### src/rtl/evn_trg_router.sv
// evn_trg_router: routes source triggers/events to destinations with holdoff, and collects sticky maskable interrupts
module evn_trg_router #(
    parameter int NS = 7,
    parameter int ND = 7,
    parameter int NI = 6,
    parameter int HW = 16,
    parameter int SW = $clog2(NS+1)
) (
    input  logic             clk_i,
    input  logic             rstn_i,
    input  logic [NS-1:0]    src_trg_i,
    input  logic [NS*4-1:0]  src_evn_i,
    input  logic [ND*SW-1:0] cfg_sel_i,
    input  logic [ND-1:0]    cfg_ena_i,
    input  logic [HW-1:0]    cfg_hld_i,
    output logic [ND-1:0]    dst_trg_o,
    output logic [ND*4-1:0]  dst_evn_o,
    input  logic [NI-1:0]    irq_i,
    input  logic [NI-1:0]    irq_msk_i,
    input  logic [NI-1:0]    irq_clr_i,
    output logic [NI-1:0]    irq_pnd_o,
    output logic             irq_o
);
    logic [NS-1:0]   trg_q;
    logic [NI-1:0]   irq_q;
    logic            rdy;
    logic [HW-1:0]   hld [ND];
    logic [HW-1:0]   hld_nx [ND];
    logic [ND-1:0]   fire;
    logic [ND*4-1:0] evn;
    logic [SW-1:0]   idx;
    logic            vld;
    logic [NS-1:0]   src_edg;
    logic [NI-1:0]   irq_rise;

    // rdy masks the first cycle after reset, so a level held high through reset is not taken as a fresh edge
    assign src_edg  = src_trg_i & ~trg_q & {NS{rdy}};
    assign irq_rise = irq_i & ~irq_q & {NI{rdy}};

    // Per-destination source select, fire decision and holdoff next state (an rst event wins over an edge)
    always_comb begin
        fire   = '0;
        evn    = '0;
        idx    = '0;
        vld    = 1'b0;
        hld_nx = '{default: '0};
        for (int d = 0; d < ND; d++) begin
            vld           = cfg_ena_i[d] && (cfg_sel_i[d*SW +: SW] < SW'(NS));
            idx           = vld ? cfg_sel_i[d*SW +: SW] : '0;
            evn[d*4 +: 4] = vld ? src_evn_i[{idx, 2'b00} +: 4] : 4'b0;
            fire[d]       = vld && src_edg[idx] && !evn[d*4] && hld[d] == '0;
            hld_nx[d]     = (!cfg_ena_i[d] || evn[d*4]) ? '0 :
                            fire[d] ? cfg_hld_i :
                            (hld[d] != '0) ? hld[d] - HW'(1) : '0;
        end
    end

    // Registered state and outputs; reset also aborts any running holdoff
    always_ff @(posedge clk_i) begin
        if (!rstn_i) begin
            trg_q     <= '0;
            irq_q     <= '0;
            rdy       <= 1'b0;
            hld       <= '{default: '0};
            dst_trg_o <= '0;
            dst_evn_o <= '0;
            irq_pnd_o <= '0;
            irq_o     <= 1'b0;
        end else begin
            trg_q     <= src_trg_i;
            irq_q     <= irq_i;
            rdy       <= 1'b1;
            hld       <= hld_nx;
            dst_trg_o <= fire;
            dst_evn_o <= evn;
            irq_pnd_o <= (irq_pnd_o & ~irq_clr_i) | irq_rise;
            irq_o     <= |(irq_pnd_o & irq_msk_i);
        end
    end
endmodule

### config.mk
export PLATFORM = sky130hd
export DESIGN_NAME = evn_trg_router
export DESIGN_NICKNAME = d
export VERILOG_FILES = /design/src/rtl/evn_trg_router.sv
export SDC_FILE = /design/constraint.sdc
export NUM_CORES = 1
export LEC_CHECK = 0
export CAP_MARGIN = 20
export CORE_MARGIN = 4
export CORE_UTILIZATION = 45
export CTS_CLUSTER_DIAMETER = 120
export DETAILED_ROUTE_END_ITERATION = 6
export GPL_TIMING_DRIVEN = 0
export HOLD_SLACK_MARGIN = 0.12
export PLACE_DENSITY = 0.68
export REMOVE_ABC_BUFFERS = 1
export SLEW_MARGIN = 20
export SYNTH_ARGS = -nofsm -noshare
export SYNTH_HDL_FRONTEND = slang
export SYNTH_SLANG_ARGS = --single-unit
### constraint.sdc
create_clock -name clk_i -period 3.85 [get_ports clk_i]
set_input_delay 0.9625 -clock clk_i [delete_from_list [all_inputs] [get_ports clk_i]]
set_output_delay 0.9625 -clock clk_i [all_outputs]
set_load 0.05 [all_outputs]
# Word-level counts from Yosys, hierarchy flattened

Cells that the tools add are included.

Add/subtract/negate cells: 7
Order comparisons: 14
Mux-type cells: 43
Shifts and indexed selects: 7
Bitwise logic cells: 11
Reduce and logical (&&, ||, !) cells: 78

Operators with widths:

| cell                                                                         | count |
|---|---|
| 16-bit two-way mux                                                           | 14 |
| 28-bit by 6-bit indexed part select with 4-bit output                        | 7 |
| 16-bit zero test                                                             | 7 |
| 16-bit nonzero test                                                          | 7 |
| 16-bit by 1-bit subtractor with 16-bit output, second input constant         | 7 |
| 1-bit logical AND                                                            | 28 |
| 3-bit by 4-bit less-than comparator with 1-bit output, second input constant | 7 |
| 6-bit AND                                                                    | 4 |
| 1-bit binary-select mux with 3-bit select                                    | 7 |
| 3-bit less-than comparator, second input constant                            | 7 |
| 3-bit two-way mux                                                            | 7 |
| 1-bit two-way mux                                                            | 15 |
| 7-bit AND                                                                    | 2 |
| 1-bit zero test                                                              | 14 |
| 2-bit AND reduction                                                          | 7 |
| 2-bit OR reduction                                                           | 7 |
| 6-bit NOT                                                                    | 2 |
| 1-bit logical OR                                                             | 7 |
| 7-bit NOT                                                                    | 1 |
| 6-bit OR                                                                     | 1 |
| 6-bit OR reduction                                                           | 1 |
| 1-bit NOT                                                                    | 1 |

Word-level logic and storage cells: 181
Input port bits: 99
Output and inout bits: 42
Register bits after elaboration: 168

# Depth between registers and ports, before layout

Gate-level depths: netlist of the first run.

Word-level depth: 9
Depth in mapped cells: 10
Depth with buffers taken out: 8

# Least setup slack after synthesis of the first run

OpenSTA, ideal clock, no wires.

Kind: in2reg
Start: in cfg_ena_i[6]
End: reg hld[10] in the netlist's numbering
Setup time: 71 ps
Path buffers: 2
Stages on the path: 8
Setup slack: 733 ps
Data arrival time: 3,046 ps
Required time: 3,779 ps
Path through: clkbuf_1 nand2_1 a21oi_1 mux2i_1 a311oi_1 nor4_2 clkbuf_1 o2bb2ai_1

Longest elaborated chain between the ends: 8
Elaborated cells between the ends (all ways): 14
Those cells by class: 1 x shift; 5 x mux; 8 x reduce/logical

RTL lines:

| item                                                                                                                      | line   | RTL |
|---|---|---|
| from (decl)                                                                                                               | 14     | `input logic [ND-1:0] cfg_ena_i,` |
| 1-bit logical AND                                                                                                         | 48     | `vld = cfg_ena_i[d] && (cfg_sel_i[d*SW +: SW] < SW'(NS));` |
| 3-bit two-way mux                                                                                                         | 49     | `idx = vld ? cfg_sel_i[d*SW +: SW] : '0;` |
| 28-bit by 6-bit indexed part select with 4-bit output / 1-bit binary-select mux with 3-bit select (equally long branches) | 50, 51 |  |
| 1-bit two-way mux (on tied branches)                                                                                      | 50, 51 |  |
| 1-bit zero test / 1-bit logical AND (equally long branches)                                                               | 51     | `fire[d] = vld && src_edg[idx] && !evn[d*4] && hld[d] == '0;` |
| 1-bit logical AND (2 in series)                                                                                           | 51     |  |
| 16-bit two-way mux                                                                                                        | 53     | `fire[d] ? cfg_hld_i :` |
| to (signal assigned)                                                                                                      | 73     | `hld <= hld_nx;` |
| to (decl)                                                                                                                 | 27     | `logic [HW-1:0] hld [ND];` |

Parallel ways exist; a longest one is shown, timed or not. The select of a mux whose other input is x is not followed.
A chain may end at the register's enable or synchronous reset.

# Worst setup path in the final report of the first run

Start: in cfg_sel_i[3]
End: reg hld[95] in the netlist's numbering

Longest elaborated chain between the ends: 9
Elaborated cells between the ends (all ways): 14
Those cells by class: 1 x order compare; 1 x shift; 5 x mux; 7 x reduce/logical

RTL lines:

| item                                                                                                                      | line   | RTL |
|---|---|---|
| from (decl)                                                                                                               | 13     | `input logic [ND*SW-1:0] cfg_sel_i,` |
| 3-bit less-than comparator                                                                                                | 48     |  |
| 1-bit logical AND                                                                                                         | 48     |  |
| 3-bit two-way mux                                                                                                         | 49     |  |
| 28-bit by 6-bit indexed part select with 4-bit output / 1-bit binary-select mux with 3-bit select (equally long branches) | 50, 51 |  |
| 1-bit two-way mux (on tied branches)                                                                                      | 50, 51 |  |
| 1-bit zero test / 1-bit logical AND (equally long branches)                                                               | 51     |  |
| 1-bit logical AND (2 in series)                                                                                           | 51     |  |
| 16-bit two-way mux                                                                                                        | 53     |  |

Parallel ways exist; a longest one is shown, timed or not. The select of a mux whose other input is x is not followed.

==> results.yml, run 1 <==
status:
  outcome: "complete, but fails checks"
  violations: "DRC"
floorplan:
  fp.dieW_um: 157.5
  num_rows: 54
  die_h_um: 157.5
  ios: 141
  initial_core_util_pct: 45.91
  die_area_mm2: 0.02479
  core_area_mm2: 0.02189
worst_setup_path:
  crit_slowest_cell: "clkdlybuf4s50_1"
  crit_family: "multiplexers"
  crit_chain: "clkdlybuf4s50_1, mux4_2, mux2i_1, o21ai_0, nor4_4, o2bb2ai_1"
  cpPeakStageDelay_ns: 0.87
  critical_path_class: "input port to flop"
  crit_path_end_kind: "flop"
  cp.required_ns: 4.19
  startpoint: "cfg_sel_i[3]"
  start_kind: "input port"
  reg2reg_from: "rdy"
  worstPathArrival_ns: 4.02
  cp_num_buf_inv: 1
  critPathMaxFanout: 16
place:
  dp_cells: 1539
  gp_congestion: 0.9297
  hpwl_mm: 21.74
  numPortBuffers: 140
layout:
  fillers: 2063
  final_cell_mix: "dfxtp_1 (168), clkdlybuf4s50_1 (139), nand2_1 (100)"
  antenna_cells: 0
  drive_gt1_share_pct: 5.577
  fin_cells: 1571
  syn_to_final_growth_pct: 21.90
  nets: 1392
  layout_commonest_cell: "dfxtp_1"
power_and_ir_drop:
  power_per_cell_area_mw_per_mm2: 861.0
  pwr-share-clk_pct: 17.1
  p_total_mw: 10.55
  internal_power_mw: 5.941
  p_sw_mw: 4.607
  p_comb_share_pct: 57.6
  leakagePower_nw: 4.923
  vdd_drop_max_mv: 0.4422
  seq_power_share_pct: 25.3
  switching_share_pct: 43.68
synthesis:
  yosysTopAreaCellShare_pct: 33.46
  synth_edf_count: 0
  synth_top_flop_cell: "dfxtp_1"
  seq_area_frac_synth_pct: 33.46
  synth.area.top_cells: "dfxtp_1 (33%), o2bb2ai_1 (6.3%), mux2i_1 (6.2%), xnor2_1 (4.4%), nand2_1 (3.7%)"
  yosys.area.top_type: "dfxtp_1"
  synthCells: 1185
  async_reset_ff_share_pct: 0
  yosys_warnings: 0
  ys_types: 70
  mappedNetlistArea_mm2: 0.01005
  ys_seq_elements: 168
  syn_avg_cell_area_um2: 8.482
clocking:
  numCtsBuffers: 17
  post_cts_buffers: 0
  clk_pin_slew_ns: 0.07
  cts_buffer_depth: 2
  root_buffer: "clkbuf_16"
  ctsHoldBuffers: 0
  cts_tree: "built"
  cts_resized: 0
  clk_latency_ns: 0.44
  clock_sinks: 168
  ctsHtreeMaxLevel: 4
drt:
  wl_mm: 31.60
  drt_iter0_markers: 878
  via_per_inst: 6.050
  drc_errors: 2
  post_drt_wl_per_cell_um: 20.11
  vias: 9505
  first_pass_iters: 7
  ant_nets: 0
hold_path:
  min_from: "hld[96]"
  hold_path_class: "flop to flop"
sta:
  rsz0062_at_grt: "no"
  hold_violations: 0
  tightest_slew_ns: 1.006
  fin_crit_sh_pct: 95.59
  slew_violations: 0
  maxSlewHeadroom_pct: 32.87
  period_needed_ns: 3.680
  whs_ns: 0.4616
  fin_skew_ns: 0.009712
  setup_viol: 0
  fmax_mhz: 271.7
flow_run:
  drv_cap: 0
global_routing:
  grt_antenna_before_repair: 0
  grt_pass1_vias: 8884
  grtUsageTotal_pct: 24.85
  grt_pass1_wl_mm: 48.65
  overflow: 0
  grt_max_degree: 31
==> area by class of cell <==
class / count / area (um2) / area share [%]
multi-input cells: 914 / 6336 / 51.72
flip-flops and latches: 168 / 3363 / 27.45
repair buffers: 148 / 1483 / 12.10
clock buffers: 19 / 442.9 / 3.615
well taps: 280 / 350.3 / 2.859
clock inverters: 12 / 163.9 / 1.338
inverters: 30 / 112.6 / 0.9191
==> metrics by stage <==
step	instance area, um2	setup TNS (ns)	utilization, %	setup slack, ns
2_1_floorplan	9768	0	-	0.4903
3_3_place_gp	11520	-73.44	52.62	-1.393
3_5_place_dp	11630	-5.178	53.12	-0.2127
4_1_cts	12230	0	55.89	0.2310
5_1_grt	12250	0	55.97	0.05163
6_report	12250	0	55.97	0.1698
==> worst reg2reg max path, stage by stage (launching register included) <==
cell	delay (ns)
dfxtp_1	0.98
nand3b_1	0.58
or3b_2	0.62
a21oi_1	0.17
o211ai_1	0.16
nor3_4	0.60
o2bb2ai_1	0.20
==> synth_stat cells, types with 4 or more instances <==
cell type	count
xor2_1	35
nor3b_1	6
and3b_1	4
a22oi_1	12
mux4_2	5
o31ai_1	10
xnor2_1	50
and2_1	17
a211oi_1	4
nor2b_1	11
nand3_1	31
a31oi_1	9
o21a_1	4
nand2_1	100
o2111ai_1	16
o22ai_1	6
and3_1	26
a21oi_1	71
nor2_1	68
or3_1	14
nor4_1	20
o2bb2ai_1	72
ha_1	14
nand4b_1	4
a21o_1	13
nand4_1	24
clkbuf_1	68
a32o_1	7
nor3_1	28
a31o_1	10
o21ai_0	57
inv_1	29
o211ai_1	10
or4_1	8
dfxtp_1	168
nand3b_1	14
nand2b_1	20
a31o_2	4
mux2_2	6
a311oi_1	4
mux2i_1	62
==> worst paths after layout <==
kind	endpoint	slack, ns	depth (start not counted)
setup reg to reg	hld[98]	0.46	6
hold / removal	hld[96]	0.46	1
hold reg to reg	hld[96]	0.46	1
setup / recovery	hld[95]	0.17	6
==> flip-flops by register name (all words and copies together), names as in the netlist <==
signal	count
irq_pnd_o	6
dst_evn_o	28
irq_o	1
trg_q	7
irq_q	6
rdy	1
hld	112
dst_trg_o	7
==> per-layer routing <==
layer  routed length (um)  track usage, %  vias to the layer above
li1                     -               -                     4610
met1                13570           33.76                     4461
met2                14660           39.89                      367
met3                 2436           4.344                       67
met4                  925           8.726                        0
met5                    0               0                        -
==> kinds of logic after synthesis <==
| logic type | synth area share [%] |
|---|---|
| compound gates | 23.04 |
| xor+xnor | 7.407 |
| fa+ha+maj | 1.743 |
| buf+inv | 3.934 |
| flops | 33.46 |
| mux | 7.967 |
| simple gates | 22.44 |
==> power by group through the flow <==
stage                     Sequential, mW  Clock, mW  Combinational (mW)
final                               2.67       1.80                6.07
after global routing                2.74       1.90                6.79
after CTS                           2.67       1.83                6.08
after detailed placement            2.70          0                6.03
after global placement              2.68          0                5.90
after floorplan                     2.71          0                4.69
Note: power is estimated with default switching activity, not from simulation.
==> run 2: changes to the inputs <==
CORE_MARGIN = 10   (was 4)
MAX_ROUTING_LAYER = met4   (was default)
PLACE_DENSITY = default   (was 0.68)
PLACE_DENSITY_LB_ADDON = 0.25   (was default)
==> results.yml, run 2 (synthesis results as in run 1) <==
global_routing:
  overflow: 0
  grt_max_degree: 31
  grt_pass1_wl_mm: 49.76
  grt_pass1_vias: 9132
  grt_antenna_before_repair: 0
  grtUsageTotal_pct: 21.98
floorplan:
  die_area_mm2: 0.02871
  ios: 141
  fp.dieW_um: 169.5
  core_area_mm2: 0.02189
  die_h_um: 169.5
  initial_core_util_pct: 45.91
  num_rows: 54
layout:
  nets: 1391
  multi_input_area_mm2: 0.006336
  layout_commonest_cell: "dfxtp_1"
  seqCellArea_mm2: 0.003363
  largest-register: "hld"
  fillers: 2055
  antenna_cells: 0
  reg_top3: "hld x112, dst_evn_o x28"
  syn_to_final_growth_pct: 20.98
  drive_gt1_share_pct: 5.431
  largest_reg_flops: 112
  final_cell_mix: "dfxtp_1 (168), clkdlybuf4s50_1 (140), nand2_1 (100)"
power_and_ir_drop:
  power_per_cell_area_mw_per_mm2: 856.8
  leakagePower_nw: 4.868
  vdd_drop_max_mv: 0.4179
clocking:
  clk_latency_ns: 0.43
  cts_buffer_depth: 2
  clk_pin_slew_ns: 0.06
  cts_resized: 0
  numCtsBuffers: 17
  root_buffer: "clkbuf_16"
  ctsHtreeMaxLevel: 4
  ctsHoldBuffers: 0
  post_cts_buffers: 0
  cts_tree: "built"
  clock_sinks: 168
drt:
  via_per_inst: 6.127
  post_drt_wl_per_cell_um: 20.15
  vias: 9613
  ant_nets: 0
  drc_errors: 0
  drt_iter0_markers: 816
  first_pass_iters: 7
  wl_mm: 31.62
worst_setup_path:
  critPathMaxFanout: 16
  critical_path_class: "input port to flop"
  cp.required_ns: 4.19
  start_kind: "input port"
  rrSetupSlack_ns: 0.63
  crit_path_end_kind: "flop"
  worstPathArrival_ns: 3.99
sta:
  hold_violations: 0
  setup_ws_ns: 0.2004
  fin_crit_sh_pct: 94.80
  setup_viol: 0
  slew_violations: 0
  period_needed_ns: 3.650
  fin_skew_ns: 0.007814
  maxSlewHeadroom_pct: 27.95
  rsz0062_at_grt: "no"
  tightest_slew_ns: 1.081
  fmax_mhz: 274.0
  whs_ns: 0.4639
place:
  gp_congestion: 0.9581
  hpwl_mm: 22.61
  numPortBuffers: 140
  dp_slack_ns: -0.3099
status:
  outcome: "complete, no violations"
hold_path:
  hold_path_class: "flop to flop"
flow_run:
  drv_cap: 0
[run 2: metal layers]
layer	routed length (um)	global-route usage [%]
met5	0	-
met2	14900	35.55
met3	2450	3.497
met1	13520	27.61
met4	743	6.904
[run 2: area by class of cell]
cell class | count | area share (%)
sequential | 168 | 27.66
inverter | 30 | 0.9261
tap | 280 | 2.881
clock buffer | 17 | 3.499
clock inverter | 13 | 0.8129
timing repair buffer | 147 | 12.11
multi-input combinational | 914 | 52.11
[run 2: where the power goes]
part | switching [mW] | internal (mW) | total (mW)
Sequential | 0.422 | 2.25 | 2.67
Combinational | 3.53 | 2.64 | 6.18
Clock | 0.746 | 0.824 | 1.57
[run 2: final timing paths]
path / from / end / depth (start not counted)
setup / recovery: cfg_sel_i[3] / hld[90] / 6
hold / removal: hld[32] / hld[32] / 1
setup reg to reg: hld[53] / hld[61] / 6
hold reg to reg: hld[32] / hld[32] / 1
[run 2: metrics by stage]
step	power [mW]	util (%)	setup TNS, ns	cells	area (um2)
6_report	10.42	55.54	0	1569	12160
5_1_grt	11.33	55.54	0	1569	12160
4_1_cts	10.42	55.52	0	1569	12150
3_5_place_dp	8.779	53.12	-9.053	1539	11630
3_3_place_gp	8.593	52.62	-59.97	1532	11520
2_1_floorplan	7.397	-	0	1112	9768
[run 2: critical path, cell delays in order]
cell and delay (ns):
clkdlybuf4s50_1 0.88, mux4_2 0.58, mux2i_1 0.37, o21ai_0 0.25, nor4_4 0.75, o2bb2ai_1 0.19
==> run 3: changes to the inputs <==
CORE_ASPECT_RATIO = 0.8   (was default)
==> results.yml, run 3 (synthesis results as in run 1) <==
layout:
  antenna_cells: 0
  nets: 1391
  reg_top3: "hld x112, dst_evn_o x28"
  largest_reg_flops: 112
  syn_to_final_growth_pct: 21.31
  fillers: 2028
  drive_gt1_share_pct: 5.581
  final_cell_mix: "dfxtp_1 (168), clkdlybuf4s50_1 (139), nand2_1 (100)"
  largest-register: "hld"
  layout_commonest_cell: "dfxtp_1"
  final_area_mm2: 0.01219
  utilization_pct: 56.08
clocking:
  numCtsBuffers: 17
  clk_latency_ns: 0.43
  cts_tree: "built"
  ctsHoldBuffers: 0
  clk_pin_slew_ns: 0.06
  clock_sinks: 168
  post_cts_buffers: 0
  ctsHtreeMaxLevel: 4
  cts_resized: 0
  cts_buffer_depth: 2
  root_buffer: "clkbuf_16"
hold_path:
  hold_path_class: "flop to flop"
  min_from: "hld[32]"
  hold_end: "hld[32]"
  whs_path_depth: 1
power_and_ir_drop:
  p_total_mw: 10.40
  vdd_drop_max_mv: 0.3744
  power_per_cell_area_mw_per_mm2: 853.1
  leakagePower_nw: 4.878
drt:
  ant_nets: 0
  vias: 9695
  drt_iter0_markers: 1066
  via_per_inst: 6.097
  post_drt_wl_per_cell_um: 20.74
  drc_errors: 0
  first_pass_iters: 5
  wl_mm: 32.98
sta:
  slew_violations: 0
  fmax_mhz: 274.3
  tns_ns: 0
  fin_skew_ns: 0.01062
  fin_crit_sh_pct: 94.69
  maxSlewHeadroom_pct: 30.70
  rsz0062_at_grt: "no"
  setup_ws_ns: 0.2043
  tightest_slew_ns: 1.039
  hold_violations: 0
  period_needed_ns: 3.646
  setup_viol: 0
worst_setup_path:
  cp_num_buf_inv: 1
  cpPeakStageDelay_ns: 0.87
  critPathMaxFanout: 16
  r2r_cells: 5
  reg2reg_from: "rdy"
  crit_path_end_kind: "flop"
  crit_slowest_cell: "clkdlybuf4s50_1"
  start_kind: "input port"
  crit_chain: "clkdlybuf4s50_1, mux4_2, mux2i_1, o21ai_0, nor4_4, o2bb2ai_1"
  critical_path_class: "input port to flop"
  regToRegEndpoint: "dst_trg_o[0]"
  cp.required_ns: 4.19
  worstPathArrival_ns: 3.98
  crit_family: "multiplexers"
  rrSetupSlack_ns: 0.48
global_routing:
  grt_pass1_wl_mm: 51.01
  grt_pass1_vias: 9157
  grt_antenna_before_repair: 0
  grtUsageTotal_pct: 22.54
  overflow: 0
  grt_max_degree: 31
place:
  dpl_cell_area_mm2: 0.01165
  numPortBuffers: 140
  hpwl_mm: 22.69
  gp_congestion: 0.9153
  dp_slack_ns: -0.4499
floorplan:
  num_rows: 48
  ios: 141
  die_area_mm2: 0.02875
  core_area_mm2: 0.02174
  fp.dieW_um: 187.1
  die_h_um: 153.7
  initial_core_util_pct: 46.23
status:
  outcome: "complete, no violations"
flow_run:
  drv_cap: 0
-- run 3: metrics by stage --
step / hold slack, ns / instances
floorplan: 0.4256 / 1112
global placement: 0.4451 / 1552
detailed placement: 0.4507 / 1559
CTS: 0.4599 / 1590
global route: 0.4812 / 1590
finish: 0.4635 / 1590
-- run 3: metal layers --
| layer | global-route usage [%] | share of wire, % | vias up |
|---|---|---|---|
| met5 | - | 0 | - |
| met4 | 4.753 | 1.9 | 0 |
| met3 | 6.307 | 9.3 | 64 |
| met2 | 32.85 | 43 | 450 |
| met1 | 30.41 | 45 | 4562 |
| li1 | - | - | 4619 |
-- run 3: final cells by class --
type	instances	area (um2)	share of cell area, %
tap	300	375.4	3.079
clock inverter	12	92.59	0.7594
inverter	30	112.6	0.9236
clock buffer	19	452.9	3.715
timing repair buffer	147	1460	11.98
sequential	168	3363	27.58
multi-input combinational	914	6336	51.97
-- run 3: worst max-delay path by stage --
stage                             start       to  slack [ns]  cells after the start
after detailed placement         rstn_i  hld[99]       -0.45                      6
after floorplan           cfg_sel_i[13]  hld[35]        0.49                      6
final                      cfg_sel_i[3]  hld[92]        0.20                      6
after CTS                        rstn_i  hld[99]        0.01                      6
after global routing       cfg_sel_i[3]  hld[83]        0.06                      6
after global placement    cfg_sel_i[13]  hld[37]       -1.18                      7
-- run 3: report_power, final --
group | internal (mW) | total, mW | switching (mW)
sequential | 2.25 | 2.68 | 0.427
clock | 0.865 | 1.62 | 0.757
combinational | 2.64 | 6.10 | 3.46
total | 5.75 | 10.4 | 4.65
